### src/rtl/pattern_match_dc.sv
// pattern_match_dc: serial pattern matcher with per-bit don't-care masking.
// A 1-bit stream is shifted into an N-bit window, and each full window is
// compared against a runtime-loaded pattern. Only the bit positions whose
// mask bit is set take part in the comparison. Outputs are a registered
// single-cycle match pulse and a saturating match counter.
//
// Ports:
//   clk          rising-edge clock
//   reset        asynchronous active-low reset
//   cfg_load     load cfg_pattern/cfg_mask and restart detection (highest priority)
//   cfg_pattern  pattern; bit N-1 is the oldest bit received
//   cfg_mask     care mask; 1 = compare, 0 = don't care
//   overlap      1 = overlapping matches, 0 = window refills after each hit
//   en           accept din this cycle
//   din          serial data bit
//   window       current shift window; bit 0 is the newest bit
//   valid        window holds at least N accepted bits since the last restart
//   match        registered match pulse
//   match_count  saturating count of matches since reset or cfg_load
module pattern_match_dc #(
  parameter int unsigned N  = 4,
  parameter int unsigned CW = 8
) (
  input  logic          clk,
  input  logic          reset,
  input  logic          cfg_load,
  input  logic [N-1:0]  cfg_pattern,
  input  logic [N-1:0]  cfg_mask,
  input  logic          overlap,
  input  logic          en,
  input  logic          din,
  output logic [N-1:0]  window,
  output logic          valid,
  output logic          match,
  output logic [CW-1:0] match_count
);

  localparam int unsigned FW = $clog2(N + 1);
  localparam logic [FW-1:0] FillFull = FW'(N);

  logic [N-1:0]  pat_q, msk_q, win_q;
  logic [FW-1:0] fill_q;
  logic          match_q;
  logic [CW-1:0] cnt_q;

  logic [N-1:0]  nwin;
  logic [FW-1:0] nfill;
  logic          hit;

  always_comb begin
    nwin  = {win_q[N-2:0], din};
    nfill = (fill_q == FillFull) ? fill_q : fill_q + FW'(1);
    // Masked-off positions are forced to agree, so only cared bits can miss.
    hit   = (nfill == FillFull) && (((nwin ^ pat_q) & msk_q) == '0);
  end

  always_ff @(posedge clk or negedge reset) begin
    if (!reset) begin
      pat_q   <= '0;
      msk_q   <= '1;
      win_q   <= '0;
      fill_q  <= '0;
      match_q <= 1'b0;
      cnt_q   <= '0;
    end else if (cfg_load) begin
      // din is discarded here even when en is high.
      pat_q   <= cfg_pattern;
      msk_q   <= cfg_mask;
      win_q   <= '0;
      fill_q  <= '0;
      match_q <= 1'b0;
      cnt_q   <= '0;
    end else if (en) begin
      win_q   <= nwin;
      match_q <= hit;
      if (hit && (cnt_q != '1)) begin
        cnt_q <= cnt_q + CW'(1);
      end
      // Non-overlapping mode restarts the fill count so the next match needs
      // N fresh bits; the window contents themselves are kept.
      fill_q  <= (hit && !overlap) ? '0 : nfill;
    end else begin
      match_q <= 1'b0;
    end
  end

  assign window      = win_q;
  assign valid       = (fill_q == FillFull);
  assign match       = match_q;
  assign match_count = cnt_q;

endmodule

### config.mk
export PLATFORM = sky130hd
export DESIGN_NAME = pattern_match_dc
export DESIGN_NICKNAME = d
export VERILOG_FILES = /design/src/rtl/pattern_match_dc.sv
export SDC_FILE = /design/constraint.sdc
export NUM_CORES = 1
export LEC_CHECK = 0
export ABC_AREA = 0
export CAP_MARGIN = 20
export CORE_MARGIN = 2
export CORE_UTILIZATION = 44
export DETAILED_ROUTE_END_ITERATION = 10
export GPL_TIMING_DRIVEN = 0
export HOLD_SLACK_MARGIN = 0.15
export PLACE_DENSITY = 0.82
export SLEW_MARGIN = 20
export SYNTH_ARGS = -nofsm -noshare
export SYNTH_HDL_FRONTEND = slang
export SYNTH_SLANG_ARGS = --single-unit
### constraint.sdc
create_clock -name clk -period 2.8 [get_ports clk]
set_clock_uncertainty 0.1 [all_clocks]
set_input_delay 0.56 -clock clk [delete_from_list [all_inputs] [get_ports clk]]
set_output_delay 0.56 -clock clk [all_outputs]
set_load 0.01 [all_outputs]
# ---- After elaboration in Yosys (flattened, before gate mapping)
# Index checks and enable logic that the tools add are counted.
dict set report classes {
  n_bitwise 2
  addsub 2
  muxes 11
  n_eq_ne 3
  n_reduce_logical 8
}
# cell count
set op_table {}
lappend op_table {{2-to-1 mux 8 bit} 3}
lappend op_table {{2-to-1 mux 3 bit} 4}
lappend op_table {{adder 8 x 1 -> 8 bit (second input constant)} 1}
lappend op_table {{2-to-1 mux 4 bit} 2}
lappend op_table {{!= test 8 bit (second input constant)} 1}
lappend op_table {{equality test 3 bit (second input constant)} 2}
lappend op_table {{bitwise AND 4 bit} 1}
lappend op_table {{logical NOT 4 bit} 1}
lappend op_table {{nonzero test 2 bit} 2}
lappend op_table {{XOR 4 bit} 1}
lappend op_table {{adder 3 x 1 -> 3 bit (second input constant)} 1}
lappend op_table {{logical AND 1 bit} 3}
lappend op_table {{2-to-1 mux 1 bit} 2}
lappend op_table {{AND reduction 2 bit} 1}
lappend op_table {{logical NOT 1 bit} 1}
dict set report word_totals {
  out_inout_bits 14
  in_bits 14
  ff_bits 24
  elab_cells 32
}

# ---- Longest topological paths before layout
# Gate-level depths: netlist (run 1).
dict set report logic_depth {
  word_depth 8
  mapped_depth 8
  depth_no_buf 7
}

# ---- Least setup slack after synthesis (run 1)
# No wires, ideal clock.
dict set report synth_path {
  path_type {flip-flop to flip-flop}
  from {reg fill_q[0]}
  to {reg cnt_q[3] (netlist: match_count[3])}
  path_slack_ns 0.459
  path_stages_with_launch 8
  required_ns 2.622
  setup_time_ns 0.078
  t_arrival_ns 2.163
  period_less_slack_ns 2.341
  path_cell_list {dfrtp_1 inv_1 ha_1 or3b_1 a311oi_2 nand3_2 or4_1 a21oi_1}
}
dict set report synth_between {
  elab_chain_len 7
  elab_cells_between_ends 8
}
# element line
set synth_lines {}
lappend synth_lines {{start, declared} 42} ;# logic [FW-1:0] fill_q;
lappend synth_lines {{start signal, assigned} 81} ;# fill_q <= (hit && !overlap) ? '0 : nfill;
lappend synth_lines {{adder 3 x 1 -> 3 bit / equality test 3 bit (equally long branches)} 52} ;# nfill = (fill_q == FillFull) ? fill_q : fill_q + FW'(1);
lappend synth_lines {{2-to-1 mux 3 bit (*)} 52}
lappend synth_lines {{equality test 3 bit (*)} 54} ;# hit = (nfill == FillFull) && (((nwin ^ pat_q) & msk_q) == '0);
lappend synth_lines {{logical AND 1 bit (*)} 54}
lappend synth_lines {{logical AND 1 bit (*)} 76} ;# if (hit && (cnt_q != '1)) begin
lappend synth_lines {{nonzero test 2 bit (no line) (*)} -}
lappend synth_lines {{AND reduction 2 bit (no line) (*)} -}
lappend synth_lines {{end signal, assigned} 77} ;# cnt_q <= cnt_q + CW'(1);
lappend synth_lines {{end, declared} 44} ;# logic [CW-1:0] cnt_q;
# Every way passes the cells marked *; elsewhere a longest branch is shown, timed or not.
# A chain may end at the register's enable or synchronous reset.

# ---- Worst setup path after layout (run 1)
# Ends and elaborated chain as after synthesis.

==> results.md, run 1 <==
- Status: complete, no violations
- Final std cells w/o fill: 177
- Synthesized area: 1220 µm²
- Hold Path Stages: 2
- Ys async rst share: 100%
- Fin. Hold Viols: 0
- Slew of the pin with the lowest slew margin: 0.658 ns
- FF-to-FF End: match_count[3]
- Slack of the worst reg-to-reg path: 0.19 ns
- Setup CP Type: register to register
- Vias: 965
- Post-CTS Setup Inserts: 0
- Detailed Routing Iterations Pass 1: 4
- Worst Reg2Reg Path Length in Cells: 7
- Worst hold endpoint: msk_q[0]
- Final TNS setup: 0 ns
- Row count: 19
- Mux cell area share after synthesis: 12.4%
- Clock latency on the worst-skew pair: 0.32 ns
- RSZ-0062 raised after global routing: false
- CTS HTree Levels: 1
- Syn Nets: 133
- Initial Utilization: 45.6%
- Crit path max-delay family: simple AND/OR/NAND/NOR gates
- Num Clock Sinks: 24
- Max_cap viols: 0
- Clock transition at the registers of the reported paths: 0.13 ns
- Most common cell after layout, fill and taps aside: clkdlybuf4s50_1
- Final net count: 164
- Most frequent cells in the layout: clkdlybuf4s50_1, dfrtp_1, nor2_1, mux2_2
- Area share of fa/ha/maj cells after synthesis: 3.07%
- Chip Height: 56.7 µm
- Post-layout util: 57.8%
- Root Buffer: clkbuf_4
- Drt wl/cell: 13.7 µm
- Area Growth Syn to Fin: 27.0%
- Hold Path Class: register to register
- CTS tree: built
- Die Area: 3220 µm²
- Max incr delay on CP: 0.54 ns
- Share of the synthesized area in the top cell type: 40.9%
- CP required: 2.95 ns
- Num ports: 28
- Vias per cell: 5.45
- Synthesized flop and latch total: 24
- Resize count post-CTS: 0
- Buffers added on ports: 25
- Vias in the first global route: 969
- Seq/Total Area, Yosys: 49.5%
- First-pass GRT wire length: 4130 µm
- CTS buffer count: 3
- Pin count of the biggest net entering global routing: 25
- Cell type with the largest total area after synthesis: dfrtp_1
- Combinational family with the most area after synthesis: simple AND/OR/NAND/NOR gates
- DP Wirelength: 1820 µm
- GR Overflow Total: 0
- Total wire length: 2420 µm
- 1st-iter DRT viols: 13
- CP cell instances: inv_1 > ha_1 > or3b_1 > a311oi_2 > nand3_2 > or4_1 > a21oi_1
- Synth Instances: 116
- Initial antenna violation count: 0
- Top FF cell, synth: dfrtp_1
- Period minus WS final: 2.61 ns
- PD cells: 429 nW/µm²
- Reg-to-Reg Start: fill_q[0]
- Library cells used by synthesis: 35
- F_max: 384 MHz
- Synth Area in Simple Gates: 18.1%
- Rel. slew slack: 55.8%
- Final ANT Viol Nets: 0
- Static power due to leakage: 0.647 nW
- CTS Buffer Depth: 2
- Synth Area in XOR/XNOR: 3.58%
- Period utilization: 93.1%
- Area contributors post-synth: dfrtp_1, dfstp_2, mux2_2
- Hold_sp: msk_q[0]
- Gr usage total: 16.5%
- Pins Over Slew Limit: 0
- Gp weighted congestion: 0.837
- Die extent in x: 56.7 µm
- Layout cells sized above 1: 15.8%
- Worst Path Max Fanout: 8
- Slowest stage cell, crit path: or4_1
- Ys Warns: 0
- Placed cell count: 172
- Worst path bufs/invs: 1
- Avg Cell Area, Syn: 10.5 µm²
- Post-synthesis compound-gate area fraction: 9.92%
- EDFF count, synth: 0
- Core area: 2690 µm²
- CP arrival: 2.75 ns
- Critical Path Start Type: register
- Peak supply drop: 0.000385 V
- Crit end category: register
- Setup violators final: 0
- # diodes: 0
- DRC: 0
-- cells by family (layout without fill, tap and decap cells) --
family,after synthesis,after routing
AO/OA/AOI/OAI,17,17
XOR/XNOR,5,5
adder cells (fa/ha/maj),3,3
buffers and inverters,11,41
flip-flops,24,24
multiplexers,14,14
AND/OR/NAND/NOR,42,42
-- report_power, final --
group          switching [mW]  total (mW)  internal (mW)
Clock                   0.105       0.184         0.0795
Combinational          0.0481       0.100         0.0523
Sequential             0.0138       0.382          0.368
Total                   0.167       0.666          0.500
-- flip-flops by register name (all words and copies together), names as in the netlist --
register	cells
match_count	8
msk_q	4
window	4
fill_q	3
pat_q	4
match	1
-- how the worst max path moves through the flow --
stage	from	endpoint	slack (ns)	depth (start not counted)
final	fill_q[0]	match_count[3]	0.19	7
after floorplan	fill_q[0]	match_count[3]	0.46	7
after detailed placement	fill_q[0]	match_count[3]	0.25	7
after CTS	fill_q[0]	match_count[3]	0.19	7
after global routing	fill_q[0]	match_count[3]	0.02	7
after global placement	fill_q[0]	match_count[3]	0.31	7
-- routing by layer --
layer | track usage, % | vias up | share of wire (%)
li1 | - | 470 | -
met1 | 19.9 | 462 | 43
met2 | 29.6 | 28 | 51
met3 | 3.00 | 5 | 4.3
met4 | 4.98 | 0 | 1.6
met5 | 0 | - | 0
-- per-stage QoR --
| step | area [µm²] | hold slack, ns | worst slack (ns) | power (mW) |
|---|---|---|---|---|
| 2_1_floorplan | 1220 | 0.164 | 0.459 | 0.445 |
| 4_1_cts | 1550 | 0.417 | 0.190 | 0.667 |
| 3_3_place_gp | 1510 | 0.385 | 0.311 | 0.483 |
| 6_report | 1550 | 0.415 | 0.194 | 0.666 |
| 5_1_grt | 1550 | 0.460 | 0.0195 | 0.696 |
| 3_5_place_dp | 1510 | 0.398 | 0.254 | 0.489 |
-- cell usage after synthesis, drive strengths merged (3+ instances only) --
| cell type | instances |
|---|---|
| a21oi | 6 |
| clkbuf | 4 |
| dfrtp | 20 |
| dfstp | 4 |
| ha | 3 |
| inv | 6 |
| mux2 | 9 |
| mux2i | 5 |
| nand2 | 4 |
| nand3 | 6 |
| nand4 | 3 |
| nor2 | 13 |
| nor2b | 3 |
| nor3 | 3 |
| o21ai | 3 |
| xor2 | 3 |
-- worst register-to-register path: stages, from the launching register on --
cell and delay [ns]:
dfrtp_1 0.44, inv_1 0.09, ha_1 0.25, or3b_1 0.38, a311oi_2 0.36, nand3_2 0.22
or4_1 0.54, a21oi_1 0.15
-- final cells by class --
cell class,instances,area [µm²]
multi-input combinational,81,576
clock buffer,4,36.3
sequential,24,606
timing repair buffer,26,255
fill,226,1130
buffer,5,20.0
inverter,6,22.5
tap,31,38.8
-- timing repair --
action	CTS	global route
hold endpoints to repair	0	20
hold buffers	0	1
endpoints found under the setup margin	0	0
Power figures use the tool's default switching activity.
==> run 2, diff against run 1 <==
==> constraint.sdc (replaced) <==
create_clock -name clk -period 2.8 [get_ports clk]
set_clock_uncertainty 0.1 [all_clocks]
set_input_delay 0.56 -clock clk [delete_from_list [all_inputs] [get_ports clk]]
set_output_delay 0.56 -clock clk [all_outputs]
set_load 0.05 [all_outputs]
==> run 2 against run 1 <==
Effect of this change: final area increased by 0.16%; routed wire length about the same; cell count unchanged; critical endpoint unchanged.
==> results.md, run 2 (synthesis gave the netlist of run 1 again) <==
- Status: complete, no violations
- DP Wirelength: 1820 µm
- Peak supply drop: 0.000389 V
- Area post-placement: 1510 µm²
- Initial Utilization: 45.6%
- Clock latency on the worst-skew pair: 0.32 ns
- Hold Path Stages: 2
- Initial antenna violation count: 0
- CTS Buffer Depth: 2
- Placed cell count: 172
- Pwr Total: 675 µW
- 1st-iter DRT viols: 13
- Vias: 967
- Final ANT Viol Nets: 0
- Gr usage total: 16.5%
- Area Growth Syn to Fin: 27.2%
- Hold slack: 0.415 ns
- Row count: 19
- Final TNS setup: 0 ns
- CP cell instances: inv_1 > ha_1 > or3b_1 > a311oi_2 > nand3_2 > or4_1 > a21oi_1
- Clock transition at the registers of the reported paths: 0.13 ns
- Dpl ws: 0.254 ns
- # diodes: 0
- Comb power frac: 16.1%
- Buffers added on ports: 25
- Num Clock Sinks: 24
- Vias in the first global route: 969
- Detailed Routing Iterations Pass 1: 4
- Most frequent cells in the layout: clkdlybuf4s50_1, dfrtp_1, nor2_1, mux2_2
- Setup CP Type: register to register
- Die Area: 3220 µm²
- Final net count: 164
- Reg-to-Reg Start: fill_q[0]
- Fin. Hold Viols: 0
- Post-layout util: 57.9%
- Critical Path Start Type: register
- Vias per cell: 5.46
- CTS HTree Levels: 1
- Worst Reg2Reg Path Length in Cells: 7
- Layout cells sized above 1: 15.8%
- Slack of the worst reg-to-reg path: 0.19 ns
- F_max: 384 MHz
- PD cells: 433 nW/µm²
- Max reg flops: 8
- Multi-input logic area: 576 µm²
- Clock Power Share: 27.3%
- Worst hold endpoint: msk_q[0]
- Period utilization: 93.1%
- Hold_sp: msk_q[0]
- Internal power: 500 µW
- Drt wl/cell: 13.7 µm
- Reg area: 606 µm²
- GR Overflow Total: 0
- RSZ-0062 raised after global routing: false
- Fillers: 226
- Slew of the pin with the lowest slew margin: 0.658 ns
- Setup violators final: 0
- Chip Height: 56.7 µm
- CTS buffer count: 3
- Slowest stage cell, crit path: or4_1
- Worst setup margin: 0.194 ns
- CP required: 2.95 ns
- First-pass GRT wire length: 4130 µm
- Hold Path Class: register to register
- Period minus WS final: 2.61 ns
- Die extent in x: 56.7 µm
- Final Instance Area: 1560 µm²
- Rel. slew slack: 55.8%
- Pin count of the biggest net entering global routing: 25
- Root Buffer: clkbuf_4
- Gp weighted congestion: 0.837
- CTS tree: built
- Most common cell after layout, fill and taps aside: clkdlybuf4s50_1
- Num ports: 28
- Psw: 175 µW
- Sequential share of power: 56.6%
- Max_cap viols: 0
- Max incr delay on CP: 0.54 ns
- Worst Path Max Fanout: 8
- Static power due to leakage: 0.666 nW
- CP arrival: 2.75 ns
- Pins Over Slew Limit: 0
- Crit end category: register
- FF-to-FF End: match_count[3]
- Total wire length: 2420 µm
- Core area: 2690 µm²
- Final std cells w/o fill: 177
- DRC: 0
- Net Sw Frac: 26.0%
-- run 2: what timing repair did --
action	4_1_cts	5_1_grt
hold endpoints to repair	0	20
resized for setup	0	1
hold buffers	0	1
setup endpoints to repair	0	1
setup buffers	0	0
-- run 2: layout make-up --
cell class	count	share of cell area (%)
repair buffers	26	16.6
well taps	31	2.49
flip-flops and latches	24	38.9
clock buffers	4	2.33
multi-input cells	81	37.0
inverters	6	1.45
plain buffers	5	1.29
-- run 2: metal layers --
metal / wire, µm / global-route usage, % / vias to the layer above
met5: 0 / 0 / -
met4: 39 / 4.98 / 0
met3: 103 / 3.00 / 5
met2: 1240 / 29.6 / 26
met1: 1040 / 19.9 / 466
li1: - / - / 470
-- run 2: power groups by stage --
stage | registers [mW] | clock network [mW] | logic (mW)
after floorplan | 0.393 | 0 | 0.0598
after global placement | 0.387 | 0 | 0.105
after detailed placement | 0.388 | 0 | 0.109
after CTS | 0.382 | 0.185 | 0.110
after global routing | 0.384 | 0.200 | 0.120
final | 0.382 | 0.184 | 0.109
-- run 2: worst max path at each step --
stage                   start             end  slack (ns)  cells after the start
floorplan           fill_q[0]  match_count[3]        0.42                      7
CTS                 fill_q[0]           valid        0.04                      4
detailed placement  fill_q[0]  match_count[3]        0.25                      7
global placement    fill_q[0]  match_count[3]        0.31                      7
global route        fill_q[0]  match_count[3]        0.02                      7
finish              fill_q[0]  match_count[3]        0.19                      7
-- run 2: critical path: cells and delay by family (launching register included) --
| kind | cells | cell delay [ns] |
|---|---|---|
| AO/OA/AOI/OAI | 2 | 0.51 |
| adder cells (fa/ha/maj) | 1 | 0.25 |
| flip-flops | 1 | 0.44 |
| buffers and inverters | 1 | 0.09 |
| AND/OR/NAND/NOR | 3 | 1.14 |
==> run 3, diff against run 2 <==
GPL_TIMING_DRIVEN = not set   (was 0)
MAX_ROUTING_LAYER = met4   (was not set)
==> run 3 against run 2 <==
Effect of this change: worst hold slack improved by 0.0042 ns; first-iteration DRC count rose by 54%; setup slack improved by 0.026 ns; non-clock buffer count did not move; critical path depth did not move; count of clock-buffer cells in the layout did not move; maximum frequency rose by 1.0%; register-to-register slack improved by 0.03 ns; flip-flop and latch count did not move; cell count did not move; clock power barely moved; die area did not move; highest routed layer unchanged; critical path type unchanged.
==> results.md, run 3 (synthesis gave the netlist of run 1 again) <==
- Max_cap viols: 0
- Rel. slew slack: 59.8%
- Status: complete, no violations
- GR Overflow Total: 0
- Hold Path Class: register to register
- Initial Utilization: 45.6%
- Reg area: 606 µm²
- Most frequent cells in the layout: clkdlybuf4s50_1, dfrtp_1, nor2_1, mux2_2
- Root Buffer: clkbuf_4
- Net Sw Frac: 26.0%
- CTS buffer count: 3
- Internal power: 503 µW
- Peak supply drop: 0.000333 V
- # diodes: 0
- Sequential share of power: 56.1%
- Pins Over Slew Limit: 0
- Crit path max-delay family: simple AND/OR/NAND/NOR gates
- Clock Power Share: 27.4%
- 1st-iter DRT viols: 20
- Final TNS setup: 0 ns
- Fin. Hold Viols: 0
- Fillers: 225
- Vias per cell: 5.69
- Total wire length: 2490 µm
- Critical Path Start Type: register
- Worst Path Max Fanout: 8
- Gr usage total: 17.5%
- Most common cell after layout, fill and taps aside: clkdlybuf4s50_1
- Final ANT Viol Nets: 0
- Area Growth Syn to Fin: 29.2%
- CP required: 2.96 ns
- Num Clock Sinks: 24
- PD cells: 430 nW/µm²
- Chip Height: 56.7 µm
- Layout cells sized above 1: 17.1%
- Static power due to leakage: 0.679 nW
- RSZ-0062 raised after global routing: false
- First-pass GRT wire length: 4290 µm
- Clock transition at the registers of the reported paths: 0.13 ns
- Slew of the pin with the lowest slew margin: 0.603 ns
- Post-CTS Setup Inserts: 0
- Pin count of the biggest net entering global routing: 28
- Initial antenna violation count: 0
- DRC: 0
- Vias: 1007
- Drt wl/cell: 14.0 µm
- Max incr delay on CP: 0.55 ns
- Final net count: 164
- F_max: 388 MHz
- Detailed Routing Iterations Pass 1: 4
- CP arrival: 2.74 ns
- Crit end category: register
- Comb power frac: 16.5%
- Buffers added on ports: 27
- CTS HTree Levels: 1
- Setup CP Type: register to register
- Row count: 19
- Clock latency on the worst-skew pair: 0.32 ns
- CTS Buffer Depth: 2
- Multi-input logic area: 576 µm²
- Num ports: 28
- Period utilization: 92.1%
- Psw: 177 µW
- DP Wirelength: 1850 µm
- Die Area: 3220 µm²
- Slowest stage cell, crit path: or4_1
- Worst path bufs/invs: 1
- Post-layout util: 58.9%
- CTS tree: built
- Setup violators final: 0
- Period minus WS final: 2.58 ns
- Gp weighted congestion: 0.889
- Vias in the first global route: 1049
- Die extent in x: 56.7 µm
- Core area: 2690 µm²
- Max reg flops: 8
- CP cell instances: inv_1 > ha_1 > or3b_1 > a311oi_2 > nand3_2 > or4_1 > a21oi_1
run 3: cell types whose count changed in the layout (fill, tap and decap cells not counted), sizes merged:
cell,previous run,this run
dlygate4sd3,1,0
buf,2,4
clkdlybuf4s50,23,26
clkbuf,8,4
run 3: power groups by stage:
stage / Clock [mW] / Combinational, mW / Sequential, mW
2_1_floorplan: 0 / 0.0598 / 0.393
3_3_place_gp: 0 / 0.108 / 0.387
3_5_place_dp: 0 / 0.113 / 0.388
4_1_cts: 0.190 / 0.113 / 0.382
5_1_grt: 0.200 / 0.123 / 0.384
6_report: 0.186 / 0.112 / 0.381
run 3: worst register-to-register path, delay by kind of cell, from the launching register on:
family / cells / cell delay [ns]
AND/OR/NAND/NOR: 3 / 1.13
adder cells (fa/ha/maj): 1 / 0.25
buffers and inverters: 1 / 0.09
flip-flops: 1 / 0.43
AO/OA/AOI/OAI: 2 / 0.52
run 3: worst paths after layout:
path,cells past startpoint,to,from,slack [ns]
setup / recovery,7,match_count[3],fill_q[0],0.22
hold / removal,2,msk_q[0],msk_q[0],0.42
setup reg to reg,7,match_count[3],fill_q[0],0.22
hold reg to reg,2,msk_q[0],msk_q[0],0.42
max in group asynchronous,2,msk_q[0],reset,1.83
min in group asynchronous,2,window[2],reset,0.48
run 3: area by class of cell:
type                            count  area share, %
Sequential cell                    24           38.3
Clock buffer                        4           2.29
Multi-Input combinational cell     81           36.4
Timing Repair Buffer               31           19.1
Tap cell                           31           2.45
Inverter                            6           1.42
run 3: what timing repair did:
item	CTS	global route
gates resized for setup	0	1
setup endpoints to repair	0	1
hold buffers	0	0
run 3: metal layers:
layer / share of wire, % / up-vias / routed length [µm] / track usage (%)
met5: 0 / - / 0 / -
met4: 1.5 / 0 / 38 / 7.31
met3: 6.8 / 6 / 168 / 3.69
met2: 53 / 42 / 1310 / 30.2
met1: 39 / 491 / 972 / 19.7
li1: - / 468 / - / -
run 3: metrics by stage:
stage	cells	setup slack [ns]	total power, mW	hold WS [ns]	instance area (µm²)
after global routing	177	0.0739	0.708	0.462	1580
final	177	0.220	0.679	0.419	1580
after detailed placement	173	0.271	0.501	0.402	1540
after CTS	177	0.0545	0.685	0.422	1580
after global placement	173	0.399	0.495	0.396	1540
after floorplan	116	0.422	0.453	0.164	1220
